`src/rtl/pc_bus_pkg.sv`:
```
// Shared definitions for the PC bus controller: FSM encoding, command strobe
// indices and the default wait-state / timeout settings.
package pc_bus_pkg;

   typedef enum logic [2:0] {
      IDLE = 3'd0,
      ADDR = 3'd1,
      CMD  = 3'd2,
      WAIT = 3'd3,
      DONE = 3'd4
   } bus_state_e;

   // Internal strobe vector is active-high; bit positions below.
   localparam int STB_MEMR = 0;
   localparam int STB_MEMW = 1;
   localparam int STB_IOR  = 2;
   localparam int STB_IOW  = 3;
   localparam int NUM_STB  = 4;

   localparam int DEF_MEM_WS = 0;
   localparam int DEF_IO_WS  = 1;
   localparam int DEF_TMO    = 255;

   localparam int WS_W  = 4;
   localparam int CNT_W = 8;

   function automatic logic [NUM_STB-1:0] strobe_sel(input logic io, input logic wr);
      logic [NUM_STB-1:0] s;
      s = '0;
      case ({io, wr})
         2'b00:   s[STB_MEMR] = 1'b1;
         2'b01:   s[STB_MEMW] = 1'b1;
         2'b10:   s[STB_IOR]  = 1'b1;
         default: s[STB_IOW]  = 1'b1;
      endcase
      return s;
   endfunction

endpackage

```
`src/rtl/bus_wait_timer.sv`:
```
// Shared wait-state / timeout counter: counts wait states down in CMD, then
// counts sys_rdy-low clocks up in WAIT starting from the zero it reached.
module bus_wait_timer
   import pc_bus_pkg::*;
#(
   parameter int TMO = DEF_TMO
) (
   input  logic            clk,
   input  logic            rst,
   input  logic            load,
   input  logic [WS_W-1:0] load_val,
   input  logic            dec,
   input  logic            inc,
   output logic            zero,
   output logic            expired
);

   logic [CNT_W-1:0] cnt;

   // NOTE: sequential state is updated with non-blocking assignments only, so
   // every register samples its inputs from before the clock edge.
   always_ff @(posedge clk or negedge rst) begin
      if (!rst) begin
         cnt <= '0;
      end else if (load) begin
         cnt <= {{(CNT_W-WS_W){1'b0}}, load_val};
      end else if (dec && (cnt != '0)) begin
         cnt <= cnt - CNT_W'(1);
      end else if (inc && (cnt != '1)) begin
         cnt <= cnt + CNT_W'(1);
      end
   end

   assign zero    = (cnt == '0);
   // High on the WAIT clock whose increment would bring the count to TMO.
   assign expired = (cnt == CNT_W'(TMO - 1));

endmodule

```
`src/rtl/pc_bus_ctrl.sv`:
```
// PC bus controller: turns a multiplexed CPU bus cycle into one active-low
// system command strobe, with wait states, sys_rdy timeout and abort handling.
module pc_bus_ctrl
   import pc_bus_pkg::*;
#(
   parameter int MEM_WS = DEF_MEM_WS,
   parameter int IO_WS  = DEF_IO_WS,
   parameter int TMO    = DEF_TMO
) (
   input  logic        clk,
   input  logic        rst,
   input  logic [19:0] a,
   input  logic [7:0]  ad_i,
   input  logic        ale,
   input  logic        rd_n,
   input  logic        wr_n,
   input  logic        iom,
   input  logic        den_n,
   input  logic        dtr,
   output logic [7:0]  ad_o,
   output logic        ad_oe,
   output logic        ready,
   output logic [19:0] sys_addr,
   output logic [7:0]  sys_dat_o,
   input  logic [7:0]  sys_dat_i,
   output logic        memr_n,
   output logic        memw_n,
   output logic        ior_n,
   output logic        iow_n,
   input  logic        sys_rdy,
   output logic        bus_err
);

   bus_state_e         state_q, state_d;
   logic               io_cyc, rd_cyc;
   logic [NUM_STB-1:0] stb_q;
   logic [7:0]         rd_data;

   logic               latch_addr, start_cmd, end_cmd, cap_rd, proto_err, tmo_err;
   logic               tmr_load, tmr_dec, tmr_inc, tmr_zero, tmr_expired;
   logic               cpu_released;
   logic [WS_W-1:0]    ws_val;

   // The CPU ends or aborts the transfer by raising the strobe it asserted.
   assign cpu_released = rd_cyc ? rd_n : wr_n;
   assign ws_val       = io_cyc ? WS_W'(IO_WS) : WS_W'(MEM_WS);

   bus_wait_timer #(.TMO(TMO)) u_timer (
      .clk      (clk),
      .rst      (rst),
      .load     (tmr_load),
      .load_val (ws_val),
      .dec      (tmr_dec),
      .inc      (tmr_inc),
      .zero     (tmr_zero),
      .expired  (tmr_expired)
   );

   always_ff @(posedge clk or negedge rst) begin
      if (!rst) state_q <= IDLE;
      else      state_q <= state_d;
   end

   // NOTE: every signal written here gets a default first, so no path through
   // the case statement can leave one unassigned and infer a latch.
   always_comb begin
      state_d    = state_q;
      latch_addr = 1'b0;
      start_cmd  = 1'b0;
      end_cmd    = 1'b0;
      cap_rd     = 1'b0;
      proto_err  = 1'b0;
      tmo_err    = 1'b0;
      tmr_load   = 1'b0;
      tmr_dec    = 1'b0;
      tmr_inc    = 1'b0;
      unique case (state_q)
         IDLE: begin
            if (ale) begin
               latch_addr = 1'b1;
               state_d    = ADDR;
            end
         end
         ADDR: begin
            if (!rd_n && !wr_n) begin
               proto_err = 1'b1;
               state_d   = IDLE;
            end else if (!rd_n || !wr_n) begin
               start_cmd = 1'b1;
               tmr_load  = 1'b1;
               state_d   = CMD;
            end
         end
         CMD: begin
            if (cpu_released) begin
               end_cmd = 1'b1;
               state_d = IDLE;
            end else if (!tmr_zero) begin
               tmr_dec = 1'b1;
            end else begin
               state_d = WAIT;
            end
         end
         WAIT: begin
            if (cpu_released) begin
               end_cmd = 1'b1;
               state_d = IDLE;
            end else if (sys_rdy) begin
               cap_rd  = 1'b1;
               state_d = DONE;
            end else if (tmr_expired) begin
               tmo_err = 1'b1;
               state_d = DONE;
            end else begin
               tmr_inc = 1'b1;
            end
         end
         DONE: begin
            if (rd_n && wr_n) begin
               end_cmd = 1'b1;
               state_d = IDLE;
            end
         end
         default: state_d = IDLE;
      endcase
   end

   always_ff @(posedge clk or negedge rst) begin
      if (!rst) begin
         io_cyc    <= 1'b0;
         rd_cyc    <= 1'b0;
         stb_q     <= '0;
         sys_addr  <= '0;
         sys_dat_o <= '0;
         rd_data   <= '0;
         bus_err   <= 1'b0;
      end else begin
         bus_err <= proto_err | tmo_err;
         if (latch_addr) begin
            sys_addr <= a;
            io_cyc   <= iom;
         end
         // ADDR only starts a command when exactly one of rd_n/wr_n is low.
         if (start_cmd) begin
            rd_cyc <= !rd_n;
            stb_q  <= strobe_sel(io_cyc, !wr_n);
            if (!wr_n) sys_dat_o <= ad_i;
         end
         if (end_cmd) stb_q <= '0;
         if (cap_rd && rd_cyc) rd_data <= sys_dat_i;
         if (tmo_err) rd_data <= 8'hFF;
      end
   end

   assign memr_n = !stb_q[STB_MEMR];
   assign memw_n = !stb_q[STB_MEMW];
   assign ior_n  = !stb_q[STB_IOR];
   assign iow_n  = !stb_q[STB_IOW];

   assign ready  = (state_q == IDLE) || (state_q == DONE);
   assign ad_o   = rd_data;
   assign ad_oe  = (state_q == DONE) && rd_cyc && !den_n && !dtr;

endmodule

```
`config.mk`:
```
export PLATFORM = sky130hd
export DESIGN_NAME = pc_bus_ctrl
export DESIGN_NICKNAME = d
export VERILOG_FILES = /design/src/rtl/pc_bus_pkg.sv /design/src/rtl/bus_wait_timer.sv /design/src/rtl/pc_bus_ctrl.sv
export SDC_FILE = /design/constraint.sdc
export NUM_CORES = 1
export LEC_CHECK = 0
export ABC_AREA = 1
export CAP_MARGIN = 20
export CORE_MARGIN = 8
export CORE_UTILIZATION = 43
export CTS_BUF_LIST = sky130_fd_sc_hd__clkbuf_4 sky130_fd_sc_hd__clkbuf_8
export DETAILED_ROUTE_END_ITERATION = 8
export GPL_TIMING_DRIVEN = 0
export PLACE_DENSITY = 0.77
export SYNTH_ARGS = -nofsm -noshare
export SYNTH_HDL_FRONTEND = slang
export SYNTH_SLANG_ARGS = --single-unit
```
`constraint.sdc`:
```
create_clock -name clk -period 2.75 [get_ports clk]
set_input_delay 0.4125 -clock clk [delete_from_list [all_inputs] [get_ports clk]]
set_output_delay 0.4125 -clock clk [all_outputs]
set_load 0.1 [all_outputs]
```
# [After elaboration in Yosys (flattened, before gate mapping)]
# Cells that the tools add are included.
[classes] n_eq_ne=13 reduce_logical=29 bitwise=2 n_mux=47 addsub=2
[op_table] operator="2-to-1 mux 8 bit" count=5
[op_table] operator="2-to-1 mux 1 bit" count=29
[op_table] operator="2-to-1 mux 3 bit" count=9
[op_table] operator="one-hot mux 3 bit (5 select lines)" count=1
[op_table] operator="adder 8 x 1 -> 8 bit (second input constant)" count=1
[op_table] operator="== test 8 bit (second input constant)" count=1
[op_table] operator="logical AND 1 bit" count=8
[op_table] operator="zero test 1 bit" count=8
[op_table] operator="zero test 8 bit" count=1
[op_table] operator="2-to-1 mux 4 bit" count=2
[op_table] operator="!= test 8 bit (second input constant)" count=1
[op_table] operator="nonzero test 8 bit" count=1
[op_table] operator="subtractor 8 x 1 -> 8 bit (second input constant)" count=1
[op_table] operator="== test 3 x 2 -> 1 bit (second input constant)" count=2
[op_table] operator="!= test 3 bit (second input constant)" count=2
[op_table] operator="AND reduction 5 bit" count=1
[op_table] operator="!= test 2 bit (second input constant)" count=2
[op_table] operator="!= test 4 bit (second input constant)" count=1
[op_table] operator="nonzero test 2 bit" count=2
[op_table] operator="== test 3 x 1 -> 1 bit (second input constant)" count=1
[op_table] operator="== test 3 bit (second input constant)" count=1
[op_table] operator="zero test 3 bit" count=1
[op_table] operator="nonzero test 3 bit" count=1
[op_table] operator="OR reduction 3 bit" count=1
[op_table] operator="other kinds (9)" count=10
[word_totals] output_inout_bits=43 in_bits=45 register_bits=54 wordCells=102

# [Depth between registers and ports, before layout]
# Gate-level depths: netlist of run 1.
[logic_depth] depth_word=9 depth_mapped=16 mapped_depth_nobuf=16

# [By module]
# Synthesis of run 1 repeated with hierarchy kept, for this count alone.
[hier_totals] hier_cells=357 area_unflattened_um2=2807.7
[by_module_without_submodules] mod="pc_bus_ctrl" area_each_um2=2042.0 n_inst=1 seq_area_each_um2=1151.1 cells_per_inst=241
[by_module_without_submodules] mod="bus_wait_timer" area_each_um2=765.7 n_inst=1 seq_area_each_um2=200.2 cells_per_inst=116

# [Worst setup path after synthesis of run 1]
# Ideal clock, no wire load.
[synth_path] path_type="reg-to-output" start="register state_q[0]" end="output port ad_oe" slack_ns=-0.440 n_path_buf=0 t_required_ns=2.338 path_stages_with_launch=4 arrival_time_ns=2.777 cell_sequence="dfrtp_1 nor3_1 nand2_1 nor3_1"
[synth_between] elab_chain_len=4
[synth_rtl] element="from (decl)" line="pc_bus_ctrl.sv:34" source="bus_state_e state_q, state_d;"
[synth_rtl] element="from (signal assigned)" line="pc_bus_ctrl.sv:61" source="else state_q <= state_d;"
[synth_rtl] element="== test 3 bit" line="pc_bus_ctrl.sv:162" source="assign ad_oe = (state_q == DONE) && rd_cyc && !den_n && !dtr;"
[synth_rtl] element="logical AND 1 bit (3 in series)" line="pc_bus_ctrl.sv:162"
[synth_rtl] element="to (decl)" line="pc_bus_ctrl.sv:21" source="output logic ad_oe,"
# No other way between the ends.

# [Final worst setup path of run 1]
[layout_path] start="input port wr_n" end="register u_timer.cnt[6]"
[layout_between] elab_chain_len=6 word_cells_on_any_way=16 cone_classes="mux: 10; reduce/logical: 6"
[layout_rtl] element="from (decl)" line="pc_bus_ctrl.sv:16" source="input logic wr_n,"
[layout_rtl] element="2-to-1 mux 1 bit / zero test 1 bit (equally long branches)"
[layout_rtl] element="2-to-1 mux 1 bit / logical OR 1 bit (equally long branches)" line="pc_bus_ctrl.sv:95, pc_bus_ctrl.sv:88"
[layout_rtl] element="2-to-1 mux 1 bit, on equally long branches" line="pc_bus_ctrl.sv:77, pc_bus_ctrl.sv:88"
[layout_rtl] element="logical AND 1 bit / 2-to-1 mux 1 bit (equally long branches)" line="bus_wait_timer.sv:27, pc_bus_ctrl.sv:85"
[layout_rtl] element="2-to-1 mux 8 bit / 2-to-1 mux 1 bit (equally long branches)" line="bus_wait_timer.sv:27, pc_bus_ctrl.sv:77"
[layout_rtl] element="2-to-1 mux 8 bit / nonzero test 3 bit (equally long branches)"
[layout_rtl] element="to (signal assigned)" line="bus_wait_timer.sv:26" source="cnt <= {{(CNT_W-WS_W){1'b0}}, load_val};"
[layout_rtl] element="to (signal assigned)" line="bus_wait_timer.sv:28" source="cnt <= cnt - CNT_W'(1);"
[layout_rtl] element="to (signal assigned)" line="bus_wait_timer.sv:30" source="cnt <= cnt + CNT_W'(1);"
[layout_rtl] element="to (decl)" line="bus_wait_timer.sv:18" source="logic [CNT_W-1:0] cnt;"
# Several ways; a longest one is shown, not always the timed one.
# A chain may end at the register's enable or synchronous reset.

==> parameters.txt, run 1 <==
Parameter                              Value

Run status
  Outcome    complete, no violations

Layout
  Final-layout fill cell count    547
  Area added between synthesis and finish    40.5%
  Fraction of layout instances using a drive strength above 1    0.126
  Number of inserted diodes    0
  Reg area    0.00135 mm²
  Multi-input gate area    0.00120 mm²
  Nets    451

Global route
  Pin count of the biggest net entering global routing    30
  Initial antenna violation count    0
  Total global routing overflow    0
  Number of global-route vias before repair    2415
  Total routing usage reported by global routing    0.155
  First-pass GRT wire length    11200 µm

Synthesis
  Fraction of registers with async set/reset    1.00
  Top_reg_cell synth    sky130_fd_sc_hd__dfrtp_1
  Instance count of the mapped netlist    300
  Synthesized net count    355
  Leading area contributor after synthesis    sky130_fd_sc_hd__dfrtp_1
  Area fraction of the dominant cell type after synthesis    0.499
  Portion of the post-synthesis area used by sequential elements    0.499
  Cell types with the largest area share after synthesis    sky130_fd_sc_hd__dfrtp_1 (50%), sky130_fd_sc_hd__nand2_1 (11%), sky130_fd_sc_hd__mux2_2 (8.7%)
  Number of storage elements in the synthesis netlist    54
  Mapped Avg Cell Area    9.02 µm²
  Post-Syn Area    0.00271 mm²
  Yosys warnings    0
  Distinct cell type count of the synthesized netlist    29
  Number of synthesized flops with an enable pin    0

Floorplanning
  Die outline height    95.3 µm
  Core area    0.00620 mm²
  Row count    29
  Die footprint    0.00909 mm²
  Die Span X    95.3 µm
  Initial standard-cell utilization of the core    0.436
  Top-level port count    88

Critical path
  Worst r2r dst    u_timer.cnt[6]
  Highest fanout seen on the critical path    7
  Setup crit end    u_timer.cnt[6]
  Worst flop-to-flop path startpoint    u_timer.cnt[0]
  Arrival @ worst endpoint    2.80 ns
  Worst R2R Path Depth    12
  Worst Setup End Kind    flop
  FF-to-FF setup slack    0.28 ns
  Data required time of the critical path    2.95 ns
  Element type at the critical path start    input port
  Worst Path Class, Setup    input port to flop
  Crit path launch    wr_n

Detailed routing
  Metal-1 WL    2710 µm
  Routed wl met2    3460 µm
  Number of remaining DRC errors    0
  Highest metal used    met4
  Total length of routed met3 wires    616 µm
  Number of vias in the routed layout    2354
  Number of routed nets with antenna violations    0
  First drt pass iteration count    5
  Initial DRC count    129
  Vias per std cell    4.97
  Routed wire per std cell    14.6 µm
  Wire length reported by the detailed router    6910 µm

Timing
  Relative max-transition margin    0.326
  Final period utilization    0.945
  Post-route minimum period    2.60 ns
  Actual slew at the worst max-slew pin    1.01 ns
  Hold Violations, Final    0
  Accumulated negative setup slack    0 ns
  Final number of max-transition violations    0
  Setup violation total in the final timing report    0
  Peak Freq    385 MHz
  Unrepaired setup endpoints after global routing    no
  Worst clock skew    0.00621 ns

Clocking
  Maximum level of the CTS H-tree    2
  Number of hold buffers added after cts    0
  Clk buf depth    2
  Clock latency on the worst-skew pair    0.30 ns
  CTS clock-pin slew for the worst setup and hold paths    0.10 ns
  Number of buffers created by CTS    5
  Clock Tree Root    sky130_fd_sc_hd__clkbuf_8
  Setup bufs post-CTS    0
  CTS sink cnt    54
  CTS tree    done

Placed design
  HPWL Detailed    5410 µm
  Placer Congestion    0.816
  Count of buffers from port buffering    87

Flow run
  Number of maximum-capacitance constraint violations    0

Worst hold path
  Type of the most critical hold path    input port to asynchronous set/reset pin
-- timing repair --
action,in CTS,in global routing
pin swaps,0,0
setup endpoints to repair,1,3
hold endpoints to repair,0,0
gates cloned,0,1
resized for setup,1,3
-- metrics by stage --
stage / std cells / hold slack [ns] / worst slack (ns) / instance area [µm²] / utilization
after global routing: 474 / 0.141 / 0.0335 / 3800 / 0.613
final: 474 / 0.105 / 0.150 / 3800 / 0.613
after detailed placement: 465 / 0.452 / -0.184 / 3690 / 0.595
after floorplan: 300 / 0.117 / 0.0728 / 2710 / -
after CTS: 473 / 0.124 / 0.104 / 3800 / 0.612
after global placement: 464 / 0.454 / -0.435 / 3680 / 0.593
-- cell usage after synthesis (2+ instances only) --
cell and count:
sky130_fd_sc_hd__xnor2_1 2, sky130_fd_sc_hd__or2_0 5, sky130_fd_sc_hd__nor2_1 13, sky130_fd_sc_hd__dfrtp_1 54
sky130_fd_sc_hd__nand4_1 2, sky130_fd_sc_hd__nand2_2 3, sky130_fd_sc_hd__nor2_4 2, sky130_fd_sc_hd__nand3_1 29
sky130_fd_sc_hd__o21ai_0 18, sky130_fd_sc_hd__a21oi_1 6, sky130_fd_sc_hd__nor3_1 2, sky130_fd_sc_hd__buf_2 2
sky130_fd_sc_hd__ha_1 9, sky130_fd_sc_hd__xor2_1 2, sky130_fd_sc_hd__mux2_2 21, sky130_fd_sc_hd__o22ai_1 2
sky130_fd_sc_hd__nand3_2 2, sky130_fd_sc_hd__nand2_1 81, sky130_fd_sc_hd__inv_1 35
-- cell families (layout without fill, tap and decap cells) --
logic type,count (synthesis),after routing,share of synthesized area
AO/OA/AOI/OAI,28,28,0.0550
XOR/XNOR,4,4,0.0129
adder cells (fa/ha/maj),10,10,0.0490
buffers and inverters,40,137,0.0578
flip-flops,54,54,0.499
multiplexers,21,21,0.0874
AND/OR/NAND/NOR,143,143,0.239
-- cells in the final DEF, fill, tap and decap left out, types with 2 or more instances in the layout --
cell and n:
sky130_fd_sc_hd__nor2_1 13, sky130_fd_sc_hd__clkbuf_8 7, sky130_fd_sc_hd__xnor2_1 2, sky130_fd_sc_hd__nand2_1 81
sky130_fd_sc_hd__nand2_2 3, sky130_fd_sc_hd__nand4_1 2, sky130_fd_sc_hd__or2_0 5, sky130_fd_sc_hd__inv_1 34
sky130_fd_sc_hd__o21ai_0 18, sky130_fd_sc_hd__mux2_2 21, sky130_fd_sc_hd__ha_1 9, sky130_fd_sc_hd__o22ai_1 2
sky130_fd_sc_hd__dfrtp_1 54, sky130_fd_sc_hd__a21oi_1 6, sky130_fd_sc_hd__nand3_1 29, sky130_fd_sc_hd__nor2_4 2
sky130_fd_sc_hd__xor2_1 2, sky130_fd_sc_hd__nand3_2 2, sky130_fd_sc_hd__clkdlybuf4s50_1 85, sky130_fd_sc_hd__buf_2 3
-- registers in the layout, summed over array words and instances (netlist names) --
register and flops:
sys_addr 20, ad_o 8, sys_dat_o 8, u_timer.cnt 8, stb_q 4, state_q 3
bus_err 1, io_cyc 1, rd_cyc 1
-- critical path, stage by stage --
cell and delay, ns:
sky130_fd_sc_hd__clkdlybuf4s50_1 0.59, sky130_fd_sc_hd__nand2_1 0.10, sky130_fd_sc_hd__nand2_2 0.13, sky130_fd_sc_hd__nor2_4 0.06, sky130_fd_sc_hd__nand2_2 0.17, sky130_fd_sc_hd__clkinvlp_4 0.21, sky130_fd_sc_hd__fa_1 0.52, sky130_fd_sc_hd__nand3_1 0.11
sky130_fd_sc_hd__nand3_1 0.09, sky130_fd_sc_hd__or2_2 0.28, sky130_fd_sc_hd__nand3_1 0.08, sky130_fd_sc_hd__nand2_1 0.05
-- cell type report --
cell class,count,area share
Buffer,4,0.00559
Clock buffer,7,0.0253
Clock inverter,1,0.00230
Inverter,36,0.0365
Multi-Input combinational cell,206,0.317
Sequential cell,54,0.355
Tap cell,77,0.0253
Timing Repair Buffer,88,0.232
Timing Repair inverter,1,0.00132
-- worst min path at each step --
stage               cells after the start    startpoint        endpoint
floorplan                               0           rst         ad_o[0]
detailed placement                      1           rst  u_timer.cnt[4]
finish                                  1           rst         ad_o[6]
global placement                        2  sys_dat_o[4]    sys_dat_o[4]
CTS                                     1           rst     sys_addr[7]
global route                            1           rst         ad_o[6]
-- layer usage --
metal,track usage,vias to the layer above
li1,-,1159
met1,0.178,1110
met2,0.266,74
met3,0.0543,11
met4,0.0468,0
met5,0,-
Power of run 1 is left out: the tool's default activity adds up to more than one toggle a clock period on the data nets, which glitch-free logic cannot reach.
==> inputs of run 2 (changes only) <==
--- a/config.mk
+++ b/config.mk
@@ -12,7 +12,7 @@
 export CTS_BUF_LIST = sky130_fd_sc_hd__clkbuf_4 sky130_fd_sc_hd__clkbuf_8
 export DETAILED_ROUTE_END_ITERATION = 8
 export GPL_TIMING_DRIVEN = 0
-export PLACE_DENSITY = 0.77
+export PLACE_DENSITY = 0.8
 export SYNTH_ARGS = -nofsm -noshare
 export SYNTH_HDL_FRONTEND = slang
 export SYNTH_SLANG_ARGS = --single-unit
==> constraint.sdc (replaced) <==
create_clock -name clk -period 2.15 [get_ports clk]
set_input_delay 0.3225 -clock clk [delete_from_list [all_inputs] [get_ports clk]]
set_output_delay 0.3225 -clock clk [all_outputs]
set_load 0.1 [all_outputs]
==> parameters.txt, run 2 (synthesis gave the netlist of run 1 again) <==
Parameter                              Value

Run status
  Outcome    finished, violations left (was complete, no violations)
  Violations in the final reports    negative hold slack

Critical path
  Worst flop-to-flop path startpoint    u_timer.cnt[7] (was u_timer.cnt[0])
  Worst R2R Path Depth    12 (unchanged)
  Crit path buf inv count    1 (was 2)
  Worst Path Class, Setup    flop to output pin (was input port to flop)
  Worst Setup End Kind    output pin (was flop)
  Worst r2r dst    u_timer.cnt[6] (unchanged)
  Highest-delay cell along the critical path    sky130_fd_sc_hd__clkdlybuf4s50_1 (unchanged)
  Highest fanout seen on the critical path    2 (was 7)
  Arrival @ worst endpoint    1.79 ns (was 2.80 ns)
  FF-to-FF setup slack    0.12 ns (was 0.28 ns)
  Sequence of cells on the critical path    clkdlybuf4s50_1 (was clkdlybuf4s50_1, nand2_1, nand2_2, nor2_4, nand2_2, clkinvlp_4, fa_1, nand3_1, nand3_1, or2_2, nand3_1, nand2_1)
  Gate family responsible for the most delay along the worst path    buffers and inverters (was simple AND/OR/NAND/NOR gates)
  Crit path largest cell delay    1.13 ns (was 0.59 ns)
  Element type at the critical path start    flop (was input port)
  Data required time of the critical path    1.83 ns (was 2.95 ns)

Detailed routing
  Vias per std cell    4.90 (was 4.97)
  Initial DRC count    125 (was 129)
  Number of routed nets with antenna violations    0 (unchanged)
  Number of remaining DRC errors    0 (unchanged)
  First drt pass iteration count    4 (was 5)
  Number of vias in the routed layout    2361 (was 2354)
  Wire length reported by the detailed router    7130 µm (was 6910 µm)
  Routed wire per std cell    14.8 µm (was 14.6 µm)

Global route
  Global-route layer with the greatest usage    met2 (unchanged)
  Number of global-route vias before repair    2433 (was 2415)
  Total global routing overflow    0 (unchanged)
  Met2 track utilization from global routing    0.280 (was 0.266)
  Initial antenna violation count    0 (unchanged)
  Pin count of the biggest net entering global routing    32 (was 30)
  Total routing usage reported by global routing    0.162 (was 0.155)
  Global-route track usage on met1    0.188 (was 0.178)
  First-pass GRT wire length    11600 µm (was 11200 µm)
  Global Route met3 Usage    0.0488 (was 0.0543)

Clocking
  Clk buf depth    2 (unchanged)
  CTS sink cnt    54 (unchanged)
  CTS clock-pin slew for the worst setup and hold paths    0.10 ns (about the same)
  Number of buffers created by CTS    5 (unchanged)
  Clock Tree Root    sky130_fd_sc_hd__clkbuf_8 (unchanged)
  CTS tree    done (unchanged)
  Number of hold buffers added after cts    0 (unchanged)
  Clock latency on the worst-skew pair    0.31 ns (was 0.30 ns)
  Maximum level of the CTS H-tree    2 (unchanged)

Layout
  Final Util    0.641 (was 0.613)
  Most frequent cells in the layout    sky130_fd_sc_hd__nand2_1 (80), sky130_fd_sc_hd__dfrtp_1 (53), sky130_fd_sc_hd__clkdlybuf4s50_1 (44) (was sky130_fd_sc_hd__clkdlybuf4s50_1 (85), sky130_fd_sc_hd__nand2_1 (81), sky130_fd_sc_hd__dfrtp_1 (54))
  Fraction of layout instances using a drive strength above 1    0.175 (was 0.126)
  Multi-input gate area    0.00127 mm² (was 0.00120 mm²)
  Final-layout fill cell count    493 (was 547)
  Number of flip-flops in the largest register    20 (unchanged)
  Design Area, Final    0.00398 mm² (was 0.00380 mm²)
  Area added between synthesis and finish    46.9% (was 40.5%)
  Nets    459 (was 451)
  Reg area    0.00135 mm² (about the same)
  Number of inserted diodes    0 (unchanged)
  Leading cell type in the layout, fill and taps excluded    sky130_fd_sc_hd__nand2_1 (was sky130_fd_sc_hd__clkdlybuf4s50_1)
  Register name with the most flops    sys_addr (unchanged)

Timing
  Final period utilization    0.984
  Relative max-transition margin    0.333 (was 0.326)
  Post-route minimum period    2.12 ns
  Actual slew at the worst max-slew pin    1.00 ns (was 1.01 ns)
  Setup violation total in the final timing report    0 (unchanged)
  Final hold slack    -0.0124 ns (was 0.105 ns)
  Hold Violations, Final    23 (was 0)
  Final WS setup    0.0345 ns (was 0.150 ns)
  Worst clock skew    0.00918 ns (was 0.00621 ns)
  Peak Freq    473 MHz
  Final number of max-transition violations    0 (unchanged)
  Unrepaired setup endpoints after global routing    yes (was no)

Worst hold path
  Type of the most critical hold path    input port to asynchronous set/reset pin (unchanged)

Flow run
  Number of maximum-capacitance constraint violations    0 (unchanged)

Floorplanning
  Core area    0.00620 mm² (unchanged)
  Die footprint    0.00909 mm² (unchanged)
  Top-level port count    88 (unchanged)
  Die Span X    95.3 µm (unchanged)
  Die outline height    95.3 µm (unchanged)
  Row count    29 (unchanged)
  Initial standard-cell utilization of the core    0.436 (unchanged)

Placed design
  Standard cell area after detailed placement    0.00370 mm² (was 0.00369 mm²)
  Count of buffers from port buffering    87 (unchanged)
  HPWL Detailed    5240 µm (was 5410 µm)
  Placer Congestion    0.837 (was 0.816)
  Post-placement worst setup slack    -0.602 ns (was -0.184 ns)
[run 2: per-stage QoR]
stage,cells,setup TNS [ns],hold slack [ns]
after floorplan,300,-0.116,0.0269
after global placement,464,-53.40,0.454
after detailed placement,465,-5.51,0.350
after CTS,482,0,0.00132
after global routing,482,-0.0716,0.0229
final,482,0,-0.0124
[run 2: worst register-to-register path: stages, from the launching register on]
cell	delay (ns)
sky130_fd_sc_hd__dfrtp_1	0.40
sky130_fd_sc_hd__inv_1	0.10
sky130_fd_sc_hd__nand2_1	0.08
sky130_fd_sc_hd__nor2_2	0.10
sky130_fd_sc_hd__nand2_2	0.09
sky130_fd_sc_hd__nand2_4	0.10
sky130_fd_sc_hd__inv_8	0.07
sky130_fd_sc_hd__fa_2	0.37
sky130_fd_sc_hd__nand3_1	0.10
sky130_fd_sc_hd__nand3_1	0.10
sky130_fd_sc_hd__or2_2	0.28
sky130_fd_sc_hd__nand3_1	0.08
sky130_fd_sc_hd__nand2_1	0.05
[run 2: timing repair]
item                       in CTS  in global routing
setup buffers                   9                  0
resized for setup              34                 30
pin swaps                       2                  1
setup endpoints to repair      25                 25
[run 2: worst max-delay path by stage]
| stage | from | to | slack [ns] | cells past startpoint |
|---|---|---|---|---|
| global placement | rst | sys_addr[8] | -0.90 | 1 |
| finish | sys_addr[7] | sys_addr[7] | 0.03 | 1 |
| detailed placement | wr_n | u_timer.cnt[6] | -0.60 | 13 |
| global route | u_timer.cnt[1] | u_timer.cnt[6] | -0.05 | 14 |
| floorplan | state_q[0] | ad_oe | -0.12 | 3 |
| CTS | sys_dat_o[5] | sys_dat_o[5] | 0.002 | 1 |
[run 2: area by class of cell]
type                    instances  share of cell area
clock buffers                   6              0.0208
inverters                      36              0.0359
multi-input cells             206               0.320
clock inverters                 2             0.00975
plain buffers                   4             0.00535
well taps                      77              0.0242
repair buffers                 97               0.244
flip-flops and latches         54               0.340
[run 2: per-layer routing]
layer,routed length [µm],part of all wire
met1,2830,0.40
met2,3690,0.52
met3,512,0.072
met4,95,0.013
met5,0,0
Power of run 2 is left out for the same reason.
